**src/rtl/pdp8_panel_pkg.sv**
```systemverilog
`default_nettype none
// +----------------------------------------------------------------------+
// | Module   : pdp8_panel_pkg                                            |
// | Purpose  : Shared types and constants for the PDP-8/I front-panel    |
// |            key sequencer: FSM state encoding, key bit indices and    |
// |            the fixed-priority key picker.                            |
// | Revision : 1.0  initial release                                      |
// +----------------------------------------------------------------------+
package pdp8_panel_pkg;

  localparam int NUM_KEYS  = 6;

  // Key bit positions; a lower index means a higher priority.
  localparam int KEY_STOP  = 0;
  localparam int KEY_START = 1;
  localparam int KEY_CONT  = 2;
  localparam int KEY_LA    = 3;
  localparam int KEY_EX    = 4;
  localparam int KEY_DP    = 5;

  localparam logic [NUM_KEYS-1:0] STOP_MASK = NUM_KEYS'(1) << KEY_STOP;

  typedef enum logic [2:0] {
    ST_IDLE    = 3'd0,
    ST_WAIT_P0 = 3'd1,
    ST_WAIT_P1 = 3'd2,
    ST_WAIT_P2 = 3'd3,
    ST_RELEASE = 3'd4
  } panel_state_e;

  // Keep only the lowest set bit: STOP > START > CONT > LA > EX > DP.
  function automatic logic [NUM_KEYS-1:0] key_priority(input logic [NUM_KEYS-1:0] req);
    return req & (~req + NUM_KEYS'(1));
  endfunction

endpackage
`default_nettype wire

```
**src/rtl/panel_key_debounce.sv**
```systemverilog
`default_nettype none
// +----------------------------------------------------------------------+
// | Module   : panel_key_debounce                                        |
// | Purpose  : One-bit key conditioner: 2-flop synchronizer followed by  |
// |            an optional stability debouncer.                          |
// | Config   : PANEL_DEBOUNCE_EN defined  -> debouncer present           |
// |            PANEL_DEBOUNCE_EN undefined -> synchronizer output only   |
// | Ports    : clk        in   system clock                              |
// |            rst        in   synchronous active-high reset             |
// |            key_raw    in   raw key level, 1 = pressed                |
// |            key_level  out  conditioned key level                     |
// | Revision : 1.0  initial release                                      |
// +----------------------------------------------------------------------+
module panel_key_debounce #(
  parameter int DEBOUNCE_CYCLES = 1_000_000
) (
  input  logic clk,
  input  logic rst,
  input  logic key_raw,
  output logic key_level
);

  // The chain resets to the "pressed" level so a key held through reset
  // keeps the sequencer parked in RELEASE instead of looking like a new press.
  logic r_sync1;
  logic r_sync2;

  always_ff @(posedge clk) begin
    if (rst) begin
      r_sync1 <= 1'b1;
      r_sync2 <= 1'b1;
    end else begin
      r_sync1 <= key_raw;
      r_sync2 <= r_sync1;
    end
  end

`ifdef PANEL_DEBOUNCE_EN
  localparam int CNT_W = $clog2(DEBOUNCE_CYCLES + 1);
  localparam logic [CNT_W-1:0] CNT_MAX  = CNT_W'(DEBOUNCE_CYCLES);
  localparam logic [CNT_W-1:0] CNT_LAST = CNT_W'(DEBOUNCE_CYCLES - 1);

  logic [CNT_W-1:0] r_cnt;
  logic             r_level;

  // r_sync1 != r_sync2 means r_sync2 changes on this edge, so the stability
  // count restarts together with the new synchronized value.
  always_ff @(posedge clk) begin
    if (rst) begin
      r_cnt   <= '0;
      r_level <= 1'b1;
    end else if (r_sync1 != r_sync2) begin
      r_cnt <= '0;
    end else begin
      if (r_cnt != CNT_MAX) begin
        r_cnt <= r_cnt + CNT_W'(1);
      end
      if (r_cnt >= CNT_LAST) begin
        r_level <= r_sync2;
      end
    end
  end

  assign key_level = r_level;
`else
  logic w_unused_cfg;
  assign w_unused_cfg = (DEBOUNCE_CYCLES != 0);
  assign key_level    = r_sync2;
`endif

endmodule
`default_nettype wire

```
**src/rtl/panel_key_sequencer.sv**
```systemverilog
`default_nettype none
// +----------------------------------------------------------------------+
// | Module   : panel_key_sequencer                                       |
// | Purpose  : PDP-8/I console key sequencer. Conditions the operator    |
// |            keys, arbitrates presses and runs one manual-timing       |
// |            request per accepted press, framed by MFTP0/1/2.          |
// | Config   : PANEL_DEBOUNCE_EN enables the per-key debouncer.          |
// | Ports    : clk, rst          clock, synchronous active-high reset    |
// |            keys_raw[5:0]     STOP,START,CONT,LA,EX,DP (bit 0..5)     |
// |            run               processor RUN flip-flop                 |
// |            mftp0/1/2         manual timing pulses from generator     |
// |            mfts_req          manual timing start request             |
// |            func[5:0]         one-hot active key function             |
// |            busy              manual sequence in progress             |
// |            stop_req          one-cycle STOP pulse                    |
// |            seq_done          one-cycle sequence-complete pulse       |
// |            err_timeout       sticky MFTP timeout flag                |
// | Revision : 1.0  initial release                                      |
// +----------------------------------------------------------------------+
module panel_key_sequencer
  import pdp8_panel_pkg::*;
#(
  parameter int DEBOUNCE_CYCLES = 1_000_000,
  parameter int TIMEOUT_CYCLES  = 1024
) (
  input  logic                clk,
  input  logic                rst,
  input  logic [NUM_KEYS-1:0] keys_raw,
  input  logic                run,
  input  logic                mftp0,
  input  logic                mftp1,
  input  logic                mftp2,
  output logic                mfts_req,
  output logic [NUM_KEYS-1:0] func,
  output logic                busy,
  output logic                stop_req,
  output logic                seq_done,
  output logic                err_timeout
);

  localparam int TMO_W = $clog2(TIMEOUT_CYCLES + 1);
  localparam logic [TMO_W-1:0] TMO_MAX = TMO_W'(TIMEOUT_CYCLES);
  localparam logic [TMO_W-1:0] TMO_HIT = TMO_W'(TIMEOUT_CYCLES - 1);

  logic [NUM_KEYS-1:0] w_level;
  logic [NUM_KEYS-1:0] r_level_q;
  logic [NUM_KEYS-1:0] r_press;
  logic [NUM_KEYS-1:0] w_accept;
  logic [NUM_KEYS-1:0] w_pick;
  logic                r_mftp0_q, r_mftp1_q, r_mftp2_q;
  logic                w_rise0, w_rise1, w_rise2;
  logic                w_tmo_hit;

  panel_state_e        r_state;
  logic [TMO_W-1:0]    r_tmo;
  logic                r_mfts_req;
  logic [NUM_KEYS-1:0] r_func;
  logic                r_stop_req;
  logic                r_seq_done;
  logic                r_err_timeout;

  for (genvar gi = 0; gi < NUM_KEYS; gi++) begin : g_key
    panel_key_debounce #(
      .DEBOUNCE_CYCLES(DEBOUNCE_CYCLES)
    ) u_debounce (
      .clk      (clk),
      .rst      (rst),
      .key_raw  (keys_raw[gi]),
      .key_level(w_level[gi])
    );
  end

  // Registered rising-edge detect; the previous level resets high to match
  // the conditioner's post-reset "pressed" level.
  always_ff @(posedge clk) begin
    if (rst) begin
      r_level_q <= '1;
      r_press   <= '0;
      r_mftp0_q <= 1'b0;
      r_mftp1_q <= 1'b0;
      r_mftp2_q <= 1'b0;
    end else begin
      r_level_q <= w_level;
      r_press   <= w_level & ~r_level_q;
      r_mftp0_q <= mftp0;
      r_mftp1_q <= mftp1;
      r_mftp2_q <= mftp2;
    end
  end

  assign w_rise0   = mftp0 & ~r_mftp0_q;
  assign w_rise1   = mftp1 & ~r_mftp1_q;
  assign w_rise2   = mftp2 & ~r_mftp2_q;
  assign w_accept  = run ? (r_press & STOP_MASK) : r_press;
  assign w_pick    = key_priority(w_accept);
  assign w_tmo_hit = (r_tmo == TMO_HIT);

  always_ff @(posedge clk) begin
    if (rst) begin
      r_state       <= ST_RELEASE;
      r_tmo         <= '0;
      r_mfts_req    <= 1'b0;
      r_func        <= '0;
      r_stop_req    <= 1'b0;
      r_seq_done    <= 1'b0;
      r_err_timeout <= 1'b0;
    end else begin
      r_stop_req <= 1'b0;
      r_seq_done <= 1'b0;
      if (r_tmo != TMO_MAX) begin
        r_tmo <= r_tmo + TMO_W'(1);
      end

      case (r_state)
        ST_IDLE: begin
          if (|w_accept) begin
            r_tmo <= '0;
            if (w_pick[KEY_STOP]) begin
              r_stop_req <= 1'b1;
              r_state    <= ST_RELEASE;
            end else begin
              r_func     <= w_pick;
              r_mfts_req <= 1'b1;
              r_state    <= ST_WAIT_P0;
            end
          end
        end

        ST_WAIT_P0, ST_WAIT_P1, ST_WAIT_P2: begin
          if (r_state == ST_WAIT_P0 && w_rise0) begin
            r_mfts_req <= 1'b0;
            r_tmo      <= '0;
            r_state    <= ST_WAIT_P1;
          end else if (r_state == ST_WAIT_P1 && w_rise1) begin
            r_tmo   <= '0;
            r_state <= ST_WAIT_P2;
          end else if (r_state == ST_WAIT_P2 && w_rise2) begin
            // func is cleared one cycle later in RELEASE so it stays
            // valid alongside seq_done.
            r_seq_done <= 1'b1;
            r_tmo      <= '0;
            r_state    <= ST_RELEASE;
          end else if (w_tmo_hit) begin
            r_err_timeout <= 1'b1;
            r_mfts_req    <= 1'b0;
            r_func        <= '0;
            r_tmo         <= '0;
            r_state       <= ST_RELEASE;
          end
        end

        ST_RELEASE: begin
          r_func <= '0;
          if (~|w_level) begin
            r_tmo   <= '0;
            r_state <= ST_IDLE;
          end
        end

        default: begin
          r_state <= ST_RELEASE;
        end
      endcase
    end
  end

  assign mfts_req    = r_mfts_req;
  assign func        = r_func;
  assign busy        = (r_state == ST_WAIT_P0) || (r_state == ST_WAIT_P1) ||
                       (r_state == ST_WAIT_P2);
  assign stop_req    = r_stop_req;
  assign seq_done    = r_seq_done;
  assign err_timeout = r_err_timeout;

endmodule
`default_nettype wire

```
**config.mk**
```make
export PLATFORM = sky130hd
export DESIGN_NAME = panel_key_sequencer
export DESIGN_NICKNAME = d
export VERILOG_FILES = /design/src/rtl/pdp8_panel_pkg.sv /design/src/rtl/panel_key_debounce.sv /design/src/rtl/panel_key_sequencer.sv
export SDC_FILE = /design/constraint.sdc
export NUM_CORES = 1
export LEC_CHECK = 0
export ABC_AREA = 1
export CAP_MARGIN = 20
export CORE_ASPECT_RATIO = 0.75
export CORE_MARGIN = 5
export CORE_UTILIZATION = 55
export CTS_CLUSTER_SIZE = 16
export DETAILED_ROUTE_END_ITERATION = 8
export PLACE_DENSITY = 0.76
export SLEW_MARGIN = 20
export SYNTH_ARGS = -nofsm -noshare
export SYNTH_HDL_FRONTEND = slang
export SYNTH_SLANG_ARGS = --single-unit
```
**constraint.sdc**
```tcl
create_clock -name clk -period 3.4 [get_ports clk]
set_input_delay 0.68 -clock clk [delete_from_list [all_inputs] [get_ports clk]]
set_output_delay 0.68 -clock clk [all_outputs]
set_load 0.01 [all_outputs]
```
### After elaboration in Yosys (flattened, before gate mapping)

Cells that the tools add are included.

| word-level totals | value |
|---|---|
| output and inout bits | 11 |
| bits in registers | 51 |
| input port bits | 12 |

| cells by class | value |
|---|---|
| reductions and logical operators | 17 |
| add/subtract/negate cells | 2 |
| multiplexer cells | 33 |
| bitwise operators | 16 |
| equal/unequal tests | 17 |

Operator list:

| kind | number |
|---|---|
| $mux 11 | 7 |
| $mux 6 | 7 |
| $pmux 11 s3 | 1 |
| $mux 3 | 7 |
| $pmux 6 s3 | 1 |
| $ne 2x2->1 const B | 7 |
| $and 6x6->6 | 2 |
| $not 6->6 | 2 |
| $reduce_or 6->1 | 2 |
| $add 11x1->11 const B | 1 |
| $eq 11x10->1 const B | 1 |
| $ne 11x11->1 const B | 1 |
| $ne 3x3->1 const B | 3 |
| $not 1->1 | 9 |
| $pmux 3 s3 | 1 |
| $mux 1 | 8 |
| $reduce_and 7->1 | 1 |
| $add 6x1->6 const B | 1 |
| $eq 3x2->1 const B | 2 |
| $reduce_and 6->1 | 1 |
| $reduce_or 3->1 | 2 |
| $ne 5x5->1 const B | 1 |
| $reduce_and 5->1 | 1 |
| $reduce_or 4->1 | 1 |
| other kinds (10) | 15 |

### Longest topological paths before layout

Gate-level depths: netlist of run 1.

| depth | value |
|---|---|
| word-level depth | 7 |
| depth in mapped cells | 10 |
| gate-level depth less buffers | 10 |

### Hierarchy

From an unflattened synthesis of run 1, not the netlist that was laid out.

| unflattened totals | value |
|---|---|
| cell total of the unflattened synthesis | 284 |
| area, all modules | 2,040.7 sq um |

By module, submodules not included:

| module | area an instance (sq um) | cells each | seq. area each (sq um) | times used |
|---|---|---|---|---|
| panel_key_sequencer | 1,687.9 | 242 | 760.7 | 1 |
| panel_key_debounce | 58.8 | 7 | 40.0 | 6 |

### Least setup slack after synthesis of run 1

No wires, ideal clock.

| timing path | value |
|---|---|
| kind | input-to-reg |
| from | in run |
| to | reg r_tmo[4] |
| buffers on the path | 0 |
| setup slack | 1.786 ns |
| cell stages on the path | 9 |
| arrival time | 1.498 ns |
| cells stage by stage | inv_1 > nand2_1 > nand2_1 > nor2_1 > nand3_1 > nand2_1 > nand3b_4 > nand2_1 > nor2_1 |

| between the ends | value |
|---|---|
| word-level cells in the longest chain between the ends | 4 |

RTL lines:

| what | RTL line | RTL |
|---|---|---|
| start: declaration | panel_key_sequencer.sv:29 | `input logic run,` |
| $mux 6 | panel_key_sequencer.sv:94 | `assign w_accept = run ? (r_press & STOP_MASK) : r_press;` |
| $reduce_or 6->1 | panel_key_sequencer.sv:116 | `if (\|w_accept) begin` |
| $mux 11 | panel_key_sequencer.sv:116 |  |
| $pmux 11 s3 | panel_key_sequencer.sv:114 | `case (r_state)` |
| end signal: assignment | panel_key_sequencer.sv:111 | `r_tmo <= r_tmo + TMO_W'(1);` |
| end: declaration | panel_key_sequencer.sv:55 | `logic [TMO_W-1:0] r_tmo;` |

Every way passes these cells.
A chain may end at the register's enable or synchronous reset.

### Final worst setup path of run 1

| timing path | value |
|---|---|
| from | reg r_state[1] |
| to | out busy |

| between the ends | value |
|---|---|
| word-level cells in the longest chain between the ends | 3 |
| elaborated cells on any way between the ends | 5 |
| classes of those cells | eq/ne: 3; reduce/logical: 2 |

RTL lines:

| what | RTL line | RTL |
|---|---|---|
| start: declaration | panel_key_sequencer.sv:54 | `panel_state_e r_state;` |
| start signal: assignment | panel_key_sequencer.sv:100 | `r_state <= ST_RELEASE;` |
| start signal: assignment | panel_key_sequencer.sv:120 | `r_state <= ST_RELEASE;` |
| start signal: assignment | panel_key_sequencer.sv:124 | `r_state <= ST_WAIT_P0;` |
| $eq 3x1->1 / $eq 3x2->1 (equally long branches) | panel_key_sequencer.sv:169 | `assign busy = (r_state == ST_WAIT_P0) \|\| (r_state == ST_WAIT_P1) \|\|` |
| $logic_or 1x1->1 | panel_key_sequencer.sv:169 |  |
| $logic_or 1x1->1 * | panel_key_sequencer.sv:169 |  |
| end: declaration | panel_key_sequencer.sv:35 | `output logic busy,` |

Mark *: on every way between the ends. The rest lies on a longest branch, timed or not.

==> reports/metrics.cfg, run 1 <==
[synthesis]
synthArstFlopShare_pct=0
synth_edf_count=0
synth_top_area_share_pct=47.56
synth_fp_nets=296
synthMuxAreaShare_pct=0
synth_cell_types=27
yosys_warnings=0
synth_xor_xnor_area_share_pct=2.913
synth-simple-area-share_pct=35.91
ys_top_cells_by_area=dfxtp_1, nand2_1, nor2_1
ys_seq_area_share_pct=47.56
synth_top_family_by_area=simple AND/OR/NAND/NOR gates
synth_compound_area_share_pct=2.438
yosys_register_bits=50
yosys-top-cells-count=dfxtp_1, nand2_1, nor2_1
synth_top_flop_cell=dfxtp_1
synth_fa_ha_area_share_pct=1.189
syn_inst=282
syn_area_um2=2105
avgSynthCellArea_um2=7.463
yosys.area.top_type=dfxtp_1

[min_path]
hold_path_class=flip-flop to flip-flop

[outcome]
status=completed

[clocking]
cts-root-buf=clkbuf_8
cts_buffers=5
hold_buffers=0
clk_latency_ns=0.31
cts_resized=0
htreeDepth=2
clkTransAtPathRegs_ns=0.09
cts_tree=built
clock_path_buffers=2
postCtsSetupRepairBufs=0
clock-sinks=50

[die]
dieArea_um2=5176
die_x_um=81.43
ios=23
start_util_pct=57.11
core_um2=3685
die_h_um=63.57
num_rows=19

[global_route]
grt_max_degree=31
overflow=0
grt_pass1_vias=1496
grt_pass1_wl_um=6306
grt_util_all_layers_pct=15.41
antenna_found_initial=0

[timing]
rsz0062_at_grt=false
holdWs_ns=0.3891
worst_slew_pin_slew_ns=0.5034
setup-tns-final_ns=0
drv_slew=0
min_period_over_period_pct=71.44
setup_viol=0
relSlewSlack_pct=66.23
min_period_ns=2.429
fin_skew_ns=0.007397
hold_viol=0
clock.fmax_mhz=411.7

[worst_setup_path]
r2r_setup_slack_ns=1.75
slowest_delay_ns=0.58
cp_max_fo=7
worst-setup-path-type=flip-flop to output pin
slowest_stage=clkdlybuf4s50_1
startpoint_type=flip-flop
cp-end-kind=output pin
worst_ep_arrival_time_ns=1.75
path_cells=inv_1, nand2_2, inv_2, nor2_4, clkdlybuf4s50_1
crit_required_ns=2.72

[final_layout]
fill_cells=342
drive_above_1_share_pct=11.40
diodes=0
layout.nets=320
final_area_um2=2482
area_growth_pct=17.95
final_core_util_pct=67.37

[route]
dr.pass1.iters=4
wl_um=3607
vias=1703
avgViaCountPerCell=4.744
remaining_drc_errors=0
drt.antenna.violating_nets=0
drt_iter0_markers=81
avgRoutedWirePerCell_um=10.05

[placement]
portBuffers=21
placed_cell_area_um2=2365
dp_hpwl_um=2662
place_congestion=0.8567

[power_and_ir_drop]
p_leak_nw=1.104
p_per_area_nw_per_um2=436.2
worst_ir_drop_vdd_mv=0.3152
fin_total_pwr_w=0.001083

[job]
max-cap-violations=0

## area by class of cell
cell class                      count  area (um2)  area share [%]
Clock buffer                        5       68.82           2.772
Clock inverter                      3       48.80           1.966
Inverter                           49       183.9           7.409
Multi-Input combinational cell    178       897.1           36.14
Sequential cell                    50        1001           40.32
Tap cell                           52       65.06           2.621
Timing Repair Buffer               22       217.7           8.770
## final timing paths
kind / cells after the start / endpoint / from
hold reg to reg: 1 / r_press[3]$_SDFF_PP0_ / r_level_q[3]$_SDFF_PP1_
hold / removal: 1 / r_press[3]$_SDFF_PP0_ / r_level_q[3]$_SDFF_PP1_
setup reg to reg: 9 / func[4]$_SDFFE_PP0P_ / r_tmo[0]$_SDFF_PP0_
setup / recovery: 5 / busy / r_state[1]$_SDFFE_PP0P_
## state kept, by name (all words and copies together), names as in the netlist
register and count:
g_key.u_debounce.key_level 6, err_timeout 1, r_tmo 11, r_mftp1_q 1
func 5, seq_done 1, stop_req 1, r_press 6
g_key.u_debounce.r_sync1 6, r_level_q 6, mfts_req 1, r_state 3
r_mftp0_q 1, r_mftp2_q 1
## logic make-up after synthesis
group / count (synthesis)
buffers and inverters: 54
XOR/XNOR: 7
adder cells (fa/ha/maj): 2
flip-flops: 50
AND/OR/NAND/NOR: 159
AO/OA/AOI/OAI: 9
other: 1
## metal layers
layer	GRT usage, %	vias to the layer above	wire [um]
li1	-	912	-
met4	6.329	0	57
met3	3.846	8	208
met5	0	-	0
met1	20.35	745	1807
met2	23.68	38	1533
## report_power, final
group	switching, W	internal, W
Combinational	0.0000241	0.0000248
Clock	0.000204	0.000224
Sequential	0.00000648	0.000600
## metrics by stage
| stage | setup slack, ns | cells |
|---|---|---|
| 6_report | 0.9709 | 359 |
| 5_1_grt | 0.8668 | 359 |
| 4_1_cts | 0.9623 | 359 |
| 3_5_place_dp | 1.022 | 351 |
| 3_3_place_gp | 1.047 | 351 |
| 2_1_floorplan | 1.786 | 282 |
## cell usage in the layout, fill, tap and decap left out
cell             Yosys  final
a21boi_2             1      1
a21oi_1              4      4
buf_4                1      1
bufinv_16            0      1
clkbuf_8             0      5
clkdlybuf4s50_1      0     21
clkinv_1             1      1
clkinvlp_4           0      1
conb_1               1      1
dfxtp_1             50     50
ha_1                 2      2
inv_1               44     44
inv_2                4      4
inv_8                0      1
nand2_1             50     50
nand2_2              1      1
nand3_1             20     20
nand3_2              2      2
nand3b_1             1      1
nand3b_4             1      1
nand4_1              5      5
nand4_2              1      1
nand4_4              1      1
nor2_1              48     48
nor2_2               2      2
nor2_4               1      1
nor3_1              14     14
o21ai_0              4      4
or2_2               12     12
xnor2_1              1      1
xor2_1               6      6
## critical path: cells and delay by family (launching register included)
kind,cells,cell delay (ns)
AND/OR/NAND/NOR,2,0.30
flip-flops,1,0.43
buffers and inverters,3,0.71
(Power assumes the default switching activity.)
==> inputs of run 2 (changes only) <==
--- a/config.mk
+++ b/config.mk
@@ -9,10 +9,10 @@
 export CAP_MARGIN = 20
 export CORE_ASPECT_RATIO = 0.75
 export CORE_MARGIN = 5
-export CORE_UTILIZATION = 55
+export CORE_UTILIZATION = 50
 export CTS_CLUSTER_SIZE = 16
 export DETAILED_ROUTE_END_ITERATION = 8
-export PLACE_DENSITY = 0.76
+export PLACE_DENSITY = 0.73
 export SLEW_MARGIN = 20
 export SYNTH_ARGS = -nofsm -noshare
 export SYNTH_HDL_FRONTEND = slang
==> constraint.sdc (replaced) <==
create_clock -name clk -period 1.95 [get_ports clk]
set_input_delay 0.39 -clock clk [delete_from_list [all_inputs] [get_ports clk]]
set_output_delay 0.39 -clock clk [all_outputs]
set_load 0.01 [all_outputs]
==> run 2 against run 1 <==
Clock power rose by 47%. Sequential power grew 73%. Count of clock-buffer cells in the layout unchanged. Sequential cell count did not move. Non-clock buffer count increased by 2. Global-route usage shrank 0.64 points. First-iteration DRC count shrank 15%. Utilization shrank 5.6 points. Largest cell class unchanged.
==> reports/metrics.cfg, run 2 (same netlist as run 1, synthesis figures left out) <==
[global_route]
grt_pass1_wl_um=6561
grt_max_degree=23
grt_pass1_vias=1570
antenna_found_initial=0
overflow=0
grt_util_all_layers_pct=14.76

[placement]
portBuffers=21
dp_hpwl_um=2670
placed_cell_area_um2=2396
place_congestion=0.8726

[die]
core_um2=4054
num_rows=20
dieArea_um2=5620
die_h_um=66.19
die_x_um=84.92
ios=23
start_util_pct=51.91

[min_path]
min_path_cells=1
worstHoldStart=r_level_q[3]$_SDFF_PP1_
hold_path_class=flip-flop to flip-flop
hold_end=r_press[3]$_SDFF_PP0_

[final_layout]
final_common_cell=nand2_1
drive_above_1_share_pct=12.62
largest_register_ffs=11
diodes=0
largest_register=r_tmo
area_growth_pct=18.97
fill_cells=385
layout.nets=322
final_area_um2=2504
final_cell_mix=nand2_1, nor2_1, dfxtp_1, inv_1

[power_and_ir_drop]
p_per_area_nw_per_um2=709.8
p_leak_nw=1.133
worst_ir_drop_vdd_mv=0.5200

[worst_setup_path]
r2r_cells=8
slowest_stage=dfxtp_1
worst_ep_arrival_time_ns=1.90
cp_max_fo=10
r2r-end=func[1]$_SDFFE_PP0P_
r2r_setup_slack_ns=0.26
cp-end-kind=flip-flop
r2r-start=r_tmo[0]$_SDFF_PP0_
slowest_delay_ns=0.41
crit_required_ns=2.16
worst-setup-path-type=flip-flop to flip-flop
crit_buf_inv=0
startpoint_type=flip-flop
path_cells=ha_1, nand2_1, nor2_2, nand3_2, a21boi_2, nand3_2, nor2_1, nor2_1
critPathTopFamily=simple AND/OR/NAND/NOR gates

[clocking]
postCtsSetupRepairBufs=0
clock_path_buffers=2
htreeDepth=2
cts_buffers=5
clk_latency_ns=0.31
clkTransAtPathRegs_ns=0.10
cts-root-buf=clkbuf_8
hold_buffers=0
clock-sinks=50
cts_tree=built

[timing]
holdWs_ns=0.3825
clock.fmax_mhz=591.9
drv_slew=0
hold_viol=0
fin_skew_ns=0.008273
setup-tns-final_ns=0
rsz0062_at_grt=false
min_period_ns=1.690
setup_viol=0
min_period_over_period_pct=86.65

[route]
drt_iter0_markers=69
remaining_drc_errors=0
vias=1698
avgViaCountPerCell=4.665
dr.pass1.iters=4
wl_um=3702
avgRoutedWirePerCell_um=10.17
drt.antenna.violating_nets=0

[outcome]
status=completed

[job]
max-cap-violations=0

## run 2: metrics by stage
step           instances  util (%)  total power, W  setup WS, ns
2_1_floorplan        282         -        0.001132        0.5194
3_3_place_gp         356     59.10        0.001170       0.06514
3_5_place_dp         356     59.10        0.001173       0.02308
4_1_cts              364     61.57        0.001808      0.005148
5_1_grt              364     61.76        0.001857       0.06710
6_report             364     61.76        0.001777        0.2604
## run 2: final cells by class
| class | instances | area (um2) | share of cell area [%] |
|---|---|---|---|
| Inverter | 49 | 183.9 | 7.346 |
| Sequential cell | 50 | 1008 | 40.28 |
| Multi-Input combinational cell | 178 | 897.1 | 35.83 |
| Clock inverter | 3 | 28.78 | 1.149 |
| Clock buffer | 5 | 68.82 | 2.749 |
| Tap cell | 55 | 68.82 | 2.749 |
| Timing Repair Buffer | 24 | 247.7 | 9.895 |
## run 2: how the worst max path moves through the flow
| stage | depth (start not counted) | slack [ns] | from | end |
|---|---|---|---|---|
| after floorplan | 8 | 0.52 | r_tmo[0]$_SDFF_PP0_ | func[1]$_SDFFE_PP0P_ |
| after global placement | 10 | 0.07 | run | r_tmo[4]$_SDFF_PP0_ |
| after detailed placement | 10 | 0.02 | run | r_tmo[1]$_SDFF_PP0_ |
| after CTS | 5 | 0.005 | r_state[1]$_SDFFE_PP0P_ | busy |
| after global routing | 9 | 0.07 | r_tmo[0]$_SDFF_PP0_ | func[3]$_SDFFE_PP0P_ |
| final | 8 | 0.26 | r_tmo[0]$_SDFF_PP0_ | func[1]$_SDFFE_PP0P_ |
## run 2: layer usage
layer | part of all wire, % | track usage (%) | vias up
met3 | 6.2 | 4.732 | 7
met4 | 1.4 | 5.336 | 0
li1 | - | - | 910
met5 | 0 | 0 | -
met1 | 49 | 18.37 | 741
met2 | 44 | 24.12 | 40
## run 2: timing repair
| item | CTS | global route |
|---|---|---|
| gates resized for setup | 2 | 3 |
| endpoints found under the hold margin | 0 | 0 |
| pin swaps | 0 | 0 |
| endpoints found under the setup margin | 1 | 1 |
## run 2: power breakdown
| group | switching [W] | internal [W] |
|---|---|---|
| Clock | 0.000365 | 0.000266 |
| Sequential | 0.0000114 | 0.00104 |
| Combinational | 0.0000443 | 0.0000476 |
| Total | 0.000421 | 0.00136 |
==> inputs of run 3 (changes only) <==
--- a/config.mk
+++ b/config.mk
@@ -13,6 +13,7 @@
 export CTS_CLUSTER_SIZE = 16
 export DETAILED_ROUTE_END_ITERATION = 8
 export PLACE_DENSITY = 0.73
+export SETUP_SLACK_MARGIN = 0.2
 export SLEW_MARGIN = 20
 export SYNTH_ARGS = -nofsm -noshare
 export SYNTH_HDL_FRONTEND = slang
==> run 3 against run 2 <==
Clock skew about the same. Count of clock-buffer cells in the layout unchanged. Cell area up 0.70%. Sequential cell count unchanged. Global-route usage unchanged.
==> reports/metrics.cfg, run 3 (same netlist as run 1, synthesis figures left out) <==
[timing]
setup_ws_ns=0.3163
min_period_over_period_pct=83.78
holdWs_ns=0.3830
min_period_ns=1.634
hold_viol=0
setup_viol=0
setup-tns-final_ns=0
drv_slew=0
rsz0062_at_grt=true
fin_skew_ns=0.007942
clock.fmax_mhz=612.1

[worst_setup_path]
cp-end-kind=output pin
crit_required_ns=1.56
startpoint_type=flip-flop
worst-setup-path-type=flip-flop to output pin
cp_max_fo=5
worst_ep_arrival_time_ns=1.24

[job]
max-cap-violations=0

[die]
start_util_pct=51.91
die_h_um=66.19
ios=23
die_x_um=84.92
num_rows=20
dieArea_um2=5620
core_um2=4054

[clocking]
cts_buffers=5
hold_buffers=0
clock-sinks=50
clock_path_buffers=2
cts_tree=built
postCtsSetupRepairBufs=0
cts-root-buf=clkbuf_8
clkTransAtPathRegs_ns=0.10
htreeDepth=2
clk_latency_ns=0.31

[final_layout]
final_cell_mix=nand2_1, nor2_1, dfxtp_1, inv_1, clkdlybuf4s50_1
area_growth_pct=19.80
final_common_cell=nand2_1
drive_above_1_share_pct=13.59
fill_cells=383
multi_input_area_um2=919.6
layout.nets=322
largest_register_ffs=11
instances_no_fill=364
largest_register=r_tmo
regArea_um2=1007
diodes=0

[route]
vias=1702
avgRoutedWirePerCell_um=10.25
remaining_drc_errors=0
avgViaCountPerCell=4.676
dr.pass1.iters=4
wl_um=3732
drt_iter0_markers=70
drt.antenna.violating_nets=0

[power_and_ir_drop]
seqPwrFrac_pct=59.5
p_per_area_nw_per_um2=704.3
combPwrFrac_pct=5.2
internal-power_w=0.001358
switching_power_w=0.0004175
worst_ir_drop_vdd_mv=0.5105
fin_total_pwr_w=0.001776
p_leak_nw=1.122
clkPwrFrac_pct=35.3
swShare_pct=23.51

[global_route]
grt_pass1_vias=1570
grt_max_degree=23
grt_util_all_layers_pct=14.76
antenna_found_initial=0
overflow=0
grt_pass1_wl_um=6561

[placement]
dp_hpwl_um=2670
placed_cells=356
place_congestion=0.8726
place_ws_ns=0.02308
portBuffers=21

[outcome]
status=completed

[min_path]
hold_path_class=flip-flop to flip-flop

[run 3: worst paths after layout]
path | start | end | slack, ns | cells after the start
hold reg to reg | r_level_q[3]$_SDFF_PP1_ | r_press[3]$_SDFF_PP0_ | 0.38 | 1
setup / recovery | r_state[0]$_SDFFE_PP0P_ | busy | 0.32 | 5
hold / removal | r_level_q[3]$_SDFF_PP1_ | r_press[3]$_SDFF_PP0_ | 0.38 | 1
setup reg to reg | r_tmo[1]$_SDFF_PP0_ | func[1]$_SDFFE_PP0P_ | 0.34 | 8
[run 3: through the flow]
step / util (%) / area, um2
finish: 62.19 / 2521
global route: 62.19 / 2521
CTS: 61.60 / 2497
detailed placement: 59.10 / 2396
global placement: 59.10 / 2396
floorplan: - / 2105
[run 3: area by class of cell]
class	count	share of cell area (%)
well taps	55	2.730
inverters	49	7.295
multi-input cells	178	36.48
clock buffers	5	2.730
clock inverters	3	1.141
flip-flops and latches	50	39.95
repair buffers	24	9.677
[run 3: worst max-delay path, cell delays in order, from the launching register on]
cell and delay (ns):
dfxtp_2 0.39, inv_2 0.05, nand2_2 0.09, inv_2 0.06, nor2_4 0.07, dlygate4sd2_1 0.27
[run 3: timing repair]
action	CTS	global route
pin swaps	0	1
resized for setup	4	5
setup endpoints to repair	1	7
[run 3: metal layers]
metal | vias to the layer above | share of wire, % | wire, um | track usage, %
met2 | 44 | 43 | 1620 | 24.12
li1 | 914 | - | - | -
met5 | - | 0 | 0 | 0
met4 | 0 | 1.4 | 53 | 5.336
met3 | 7 | 6.7 | 249 | 4.732
met1 | 737 | 48 | 1809 | 18.37
[run 3: power groups by stage]
stage	logic, W	clock network, W	registers, W
detailed placement	0.0000919	0	0.00108
global placement	0.0000897	0	0.00108
finish	0.0000926	0.000627	0.00106
floorplan	0.0000540	0	0.00108
CTS	0.0000928	0.000658	0.00106
global route	0.000104	0.000696	0.00106
